$ cat src/rtl/decoder_pkg.sv
// decoder_pkg: shared state encoding, widths and one-hot helper for the strobed 2-to-4 decoder
package decoder_pkg;
  localparam int CODE_W = 2;
  localparam int OUT_W = 4;
  localparam int CNT_W = 8;
  typedef enum logic [1:0] {IDLE, DRIVE, GAP} state_t;
  function automatic logic [OUT_W-1:0] onehot(input logic [CODE_W-1:0] code);
    return OUT_W'(1) << code;
  endfunction
endpackage

$ cat src/rtl/decoder2to4_strobe_hold_counter.sv
// hold_counter: reloadable down-counter shared by the HOLD and GAP phases
module hold_counter import decoder_pkg::*; (
  input  logic             clk,
  input  logic             rst_n,
  input  logic             i_load,
  input  logic [CNT_W-1:0] i_value,
  input  logic             i_dec,
  output logic             o_zero
);
  logic [CNT_W-1:0] r_count;
  always_ff @(posedge clk or negedge rst_n) begin
    if (!rst_n) r_count <= '0;
    else if (i_load) r_count <= i_value;
    else if (i_dec) r_count <= r_count - 1'b1;
  end
  assign o_zero = r_count == '0;
endmodule

$ cat src/rtl/decoder2to4_strobe.sv
// decoder2to4_strobe: accepts a 2-bit code and drives its one-hot decode for HOLD cycles, then idles GAP cycles
module decoder2to4_strobe import decoder_pkg::*; #(
  parameter int HOLD = 4,
  parameter int GAP  = 1
) (
  input  logic              clk,
  input  logic              rst_n,
  input  logic              en,
  input  logic              in_valid,
  input  logic [CODE_W-1:0] in_code,
  output logic              in_ready,
  output logic [OUT_W-1:0]  y,
  output logic              busy,
  output logic              done,
  output logic [CNT_W-1:0]  count
);
  localparam logic [CNT_W-1:0] HOLD_LD = CNT_W'(HOLD - 1);
  localparam logic [CNT_W-1:0] GAP_LD = CNT_W'(GAP > 0 ? GAP - 1 : 0);
  state_t           r_state;
  logic [OUT_W-1:0] r_y;
  logic             r_done;
  logic [CNT_W-1:0] r_count;
  logic             w_xfer;
  logic             w_zero;
  logic             w_load;
  logic             w_dec;
  logic [CNT_W-1:0] w_load_val;
  assign in_ready = r_state == IDLE && en;
  assign w_xfer = in_valid && in_ready;
  // The enum member GAP is shadowed by the parameter, hence the qualified name
  assign w_load = w_xfer || (r_state == DRIVE && w_zero && GAP > 0);
  assign w_load_val = w_xfer ? HOLD_LD : GAP_LD;
  assign w_dec = r_state != IDLE && !w_zero;
  hold_counter u_cnt (
    .clk     (clk),
    .rst_n   (rst_n),
    .i_load  (w_load),
    .i_value (w_load_val),
    .i_dec   (w_dec),
    .o_zero  (w_zero)
  );
  always_ff @(posedge clk or negedge rst_n) begin
    if (!rst_n) begin
      r_state <= IDLE;
      r_y     <= '0;
      r_done  <= 1'b0;
      r_count <= '0;
    end else begin
      r_done <= 1'b0;
      case (r_state)
        IDLE: if (w_xfer) begin
          r_y     <= onehot(in_code);
          r_count <= r_count + 1'b1;
          r_state <= DRIVE;
        end
        DRIVE: if (w_zero) begin
          r_y     <= '0;
          r_done  <= 1'b1;
          r_state <= GAP > 0 ? decoder_pkg::GAP : IDLE;
        end
        decoder_pkg::GAP: if (w_zero) r_state <= IDLE;
        default: r_state <= IDLE;
      endcase
    end
  end
  assign y = r_y;
  assign done = r_done;
  assign busy = r_state != IDLE;
  assign count = r_count;
endmodule
$ cat config.mk
export PLATFORM = sky130hd
export DESIGN_NAME = decoder2to4_strobe
export DESIGN_NICKNAME = d
export VERILOG_FILES = /design/src/rtl/decoder_pkg.sv /design/src/rtl/decoder2to4_strobe_hold_counter.sv /design/src/rtl/decoder2to4_strobe.sv
export SDC_FILE = /design/constraint.sdc
export NUM_CORES = 1
export LEC_CHECK = 0
export BUFFER_PORTS_ARGS = -buffer_cell sky130_fd_sc_hd__clkbuf_2
export CORE_ASPECT_RATIO = 1.5
export CORE_MARGIN = 4
export CORE_UTILIZATION = 48
export DETAILED_ROUTE_END_ITERATION = 12
export PLACE_DENSITY_LB_ADDON = 0.3
export SLEW_MARGIN = 20
export SYNTH_ARGS = -nofsm -noshare
export SYNTH_HDL_FRONTEND = slang
export SYNTH_SLANG_ARGS = --single-unit
export TNS_END_PERCENT = 30
$ cat constraint.sdc
create_clock -name clk -period 1.95 [get_ports clk]
set_clock_uncertainty 0.15 [all_clocks]
set_input_delay 0.2925 -clock clk [delete_from_list [all_inputs] [get_ports clk]]
set_output_delay 0.2925 -clock clk [all_outputs]
set_load 0.01 [all_outputs]
# Word-level counts from Yosys, hierarchy flattened
# Cells that the tools add are included.
# totals
reg_bits,23
in_bits,6
output_inout_bits,15
# op_classes
add_sub_neg,2
n_eq_ne,5
shift,1
mux,12
n_reduce_logical,14
# op_table
operator,count
$mux 8,2
$add 8x1->8 const B,1
$logic_not 8->1,1
$mux 2,4
$mux 4,2
$pmux 4 s2,1
$sub 8x1->8 const B,1
$ne 2x2->1 const B,3
$pmux 2 s3,1
$reduce_and 3->1,2
$reduce_bool 2->1,3
$logic_and 1x1->1,4
$shl 1x2->4 const A,1
$eq 2x1->1 const B,1
$eq 2x2->1 const B,1
$logic_not 2->1,1
$mux 1,2
$reduce_and 2->1,1
$logic_not 1->1,1
$logic_or 1x1->1,1

# Longest topological paths before layout
# depth
ltp_word,5
depth_mapped,7
mapped_depth_nobuf,6

# Cells and area by module
# A second synthesis with hierarchy kept.
# hier_totals
cells_unflattened,111
area_unflattened_um2,1169.9
# by_module_without_submodules
module,n_inst,cells_per_inst,area_per_inst_um2,seq_area_each_um2
decoder2to4_strobe,1,61,695.7,375.4
hold_counter,1,50,474.2,200.2

# Least setup slack after synthesis
# Ideal clock, no wire load.
# synth_timing
path_type,reg-to-reg
startpoint,reg u_cnt.r_count[0]
endpoint,reg u_cnt.r_count[7]
setup_ns,0.123
arrival_time_ns,1.707
slack_ns,-0.030
stages_incl_launch_ff,8
synth_period_minus_slack_ns,1.980
path_cell_list,dfrtp_1 inv_1 ha_1 nor3b_1 a21o_1 clkbuf_1 or4_1 mux2i_1
# synth_via
elab_chain_len,4
word_cells_on_any_way,9
cone_classes,1 x add/sub; 2 x mux; 6 x reduce/logical
# synth_lines
item,line_no,source
"start, declared",decoder2to4_strobe_hold_counter.sv:10,logic [CNT_W-1:0] r_count;
"start signal, assigned",decoder2to4_strobe_hold_counter.sv:13,else if (i_load) r_count <= i_value;
"start signal, assigned",decoder2to4_strobe_hold_counter.sv:14,else if (i_dec) r_count <= r_count - 1'b1;
"parallel branches: the longest is 4 deep, another holds $sub 8x1->8",n/a,
# Parallel ways; which one is timed is not known. The select of a mux whose other input is x is not followed.
# A chain may end at the register's enable or synchronous reset.

# Worst setup path in the final report
# layout_timing
startpoint,reg u_cnt.r_count[2]
endpoint,reg u_cnt.r_count[7]
# Same word-level chain as after synthesis.

==> results.yml <==
floorplanning:
  dieArea_sq_um: 3090
  rows: 20
  dieWidth_um: 46.8
  io_pins: 21
  initial_utilization_pct: 52.0
  die_h_um: 66.1
  core_sq_um: 2080
sta:
  slew_viol_final: 0
  finalHoldViolations: 0
  setup_slack_ps: -23.9
  worstMarginPinSlew_ps: 579
  setup_viol: 1
  finalCritPeriodShare_pct: 101
  timing.slew.headroom_pct: 61.4
  rsz0062_at_grt: "yes"
  fin_crit_ps: 1970
  fmax_mhz: 507
cells_and_area:
  final_cells: 162
  final_common_cell: "dfrtp_1"
  final_cell_mix: "dfrtp_1, clkbuf_2, nand2_1"
  area_growth_syn_to_layout_pct: 26.0
  fillers: 175
  layout.nets: 150
  stdcell_area_sq_um: 1360
  post-route-util_pct: 65.6
  num_antenna_cells: 0
  drive_gt1_share_pct: 32.1
logic_synthesis:
  synthFlopType: "dfrtp_1"
  yosysTopAreaCell: "dfrtp_1"
  seq_area_frac_synth_pct: 53.2
  syn-num-nets: 115
  ys_async_sr_fraction_pct: 100
  synth_edf_count: 0
  synth.cell_area_sq_um: 1080
  synth.distinct_cells: 29
  avgSynthCellArea_sq_um: 10.2
  syn-instance-count: 106
  yosys_warnings: 0
  synth_top_area_share_pct: 53.2
  synth_area_leaders: "dfrtp_1, nand2_1, xnor2_1"
  synth-seq-cells: 23
placement:
  dpl_cell_area_sq_um: 1270
  place_congestion: 0.908
  portBuffers: 20
  dp_hpwl_um: 1770
  dp.cells: 154
routing:
  viasPerCell: 5.79
  drcViolationCount: 0
  first_iter_violations: 24
  vias: 938
  dr.pass1.iters: 5
  totalWireLength_um: 2470
  postRouteAntennaNets: 0
  wl_per_cell_um: 15.3
worst_hold_path:
  hold_class: "primary input to flop"
pwr:
  power_leakage_nw: 0.660
  irDropWorstVdd_uv: 454
  p_per_area_nw_per_um2: 536
critical_path:
  cp-end-kind: "flop"
  cp-start-kind: "flop"
  critPathRequiredTime_ps: 2010
  arrival_ps: 2040
  path_max_fanout: 3
  worstSetupPathType: "flop to flop"
clocking:
  clock-sinks: 23
  path_clk_slew_ps: 130
  cts_root_buffer: "clkbuf_4"
  cts_made_buffers: 3
  cts_buffer_depth: 2
  cts.htree.levels: 1
  tritoncts: "yes"
  insertion_delay_ps: 320
grt:
  use_met1_pct: 18.8
  grt_util_met3_pct: 2.72
  use_met2_pct: 32.2
  gr-usage-all-layers_pct: 17.7
  grt_pass1_vias: 913
  grt_pass1_wl_um: 3970
  overflow: 0
  grt-busiest-layer: "met2"
  grt_max_degree: 24
  antenna_found_initial: 0
outcome:
  failed_checks: "setup timing"
  outcome: "complete, but fails checks"
flow_run:
  maxCapViolCount: 0
-- routing by layer --
metal  vias to the layer above  wire (um)
li1                        439          -
met1                       460        881
met2                        35       1430
met3                         4        114
met4                         0         46
met5                         -          0
-- area by class of cell --
cell class                      count  area [sq um]  share of cell area [%]
Clock buffer                        3          22.5                    1.65
Inverter                            5          18.8                    1.38
Sequential cell                    23           576                    42.2
Timing Repair Buffer               32           193                    14.1
Clock inverter                      1          5.00                   0.367
Multi-Input combinational cell     76           520                    38.2
Tap cell                           22          27.5                    2.02
-- final timing paths --
kind	start	to	slack [ps]	cells past startpoint
min reg2reg	count[7]$_DFFE_PN0P_	count[7]$_DFFE_PN0P_	340	1
min	in_code[0]	y[0]$_DFFE_PN0P_	40	2
max reg2reg	u_cnt.r_count[2]$_DFFE_PN0P_	u_cnt.r_count[7]$_DFFE_PN0P_	-20	4
min in group asynchronous	rst_n	y[0]$_DFFE_PN0P_	340	2
max	u_cnt.r_count[2]$_DFFE_PN0P_	u_cnt.r_count[7]$_DFFE_PN0P_	-20	4
max in group asynchronous	rst_n	u_cnt.r_count[0]$_DFFE_PN0P_	930	2
-- cells in the mapped netlist, drive strengths merged (2+ instances only) --
master,number
nand4,4
a21oi,3
o41ai,2
nor2,6
dfrtp,23
nand2,19
o21ai,5
nand3,4
or3,4
a211oi,2
xnor2,8
clkbuf,2
ha,3
inv,5
o211ai,2
-- state kept, by name (all words and copies together), names as in the netlist --
name           cells
count              8
u_cnt.r_count      8
y                  4
r_state            2
done               1
-- metrics by stage --
stage	hold slack, ps	power (mW)	TNS (ps)	worst slack (ps)
2_1_floorplan	-153	0.493	0	3.43
3_3_place_gp	155	0.512	0	59.1
3_5_place_dp	165	0.513	-25.4	-25.4
4_1_cts	35.1	0.738	0	14.7
5_1_grt	45.5	0.766	-308	-91.7
6_report	45.0	0.730	-23.9	-23.9
-- worst max-delay path, cell delays in order, from the launching register on --
cell	delay, ps
dfrtp_1	420
or3_1	400
or3_4	350
or4_4	420
mux2i_1	140
-- kinds of logic (layout without fill, tap and decap cells) --
logic type	after synthesis	in the layout	share of synthesized area (%)
adder cells (fa/ha/maj)	3	3	3.47
AO/OA/AOI/OAI	17	17	10.1
multiplexers	1	1	0.926
flip-flops	23	23	53.2
buffers and inverters	7	41	2.43
XOR/XNOR	9	9	7.29
AND/OR/NAND/NOR	46	46	22.6
-- repair_timing --
action	4_1_cts	5_1_grt
gates resized for setup	2	5
endpoints found under the hold margin	23	0
hold buffers	1	0
pin swaps	1	2
gates cloned	0	0
setup buffers	0	3
setup endpoints to repair	2	4
-- power breakdown --
| group | internal [mW] | switching (mW) |
|---|---|---|
| clock | 0.0769 | 0.148 |
| combinational | 0.00800 | 0.0157 |
| sequential | 0.479 | 0.00240 |
| total | 0.564 | 0.166 |
Power figures use the tool's default switching activity.
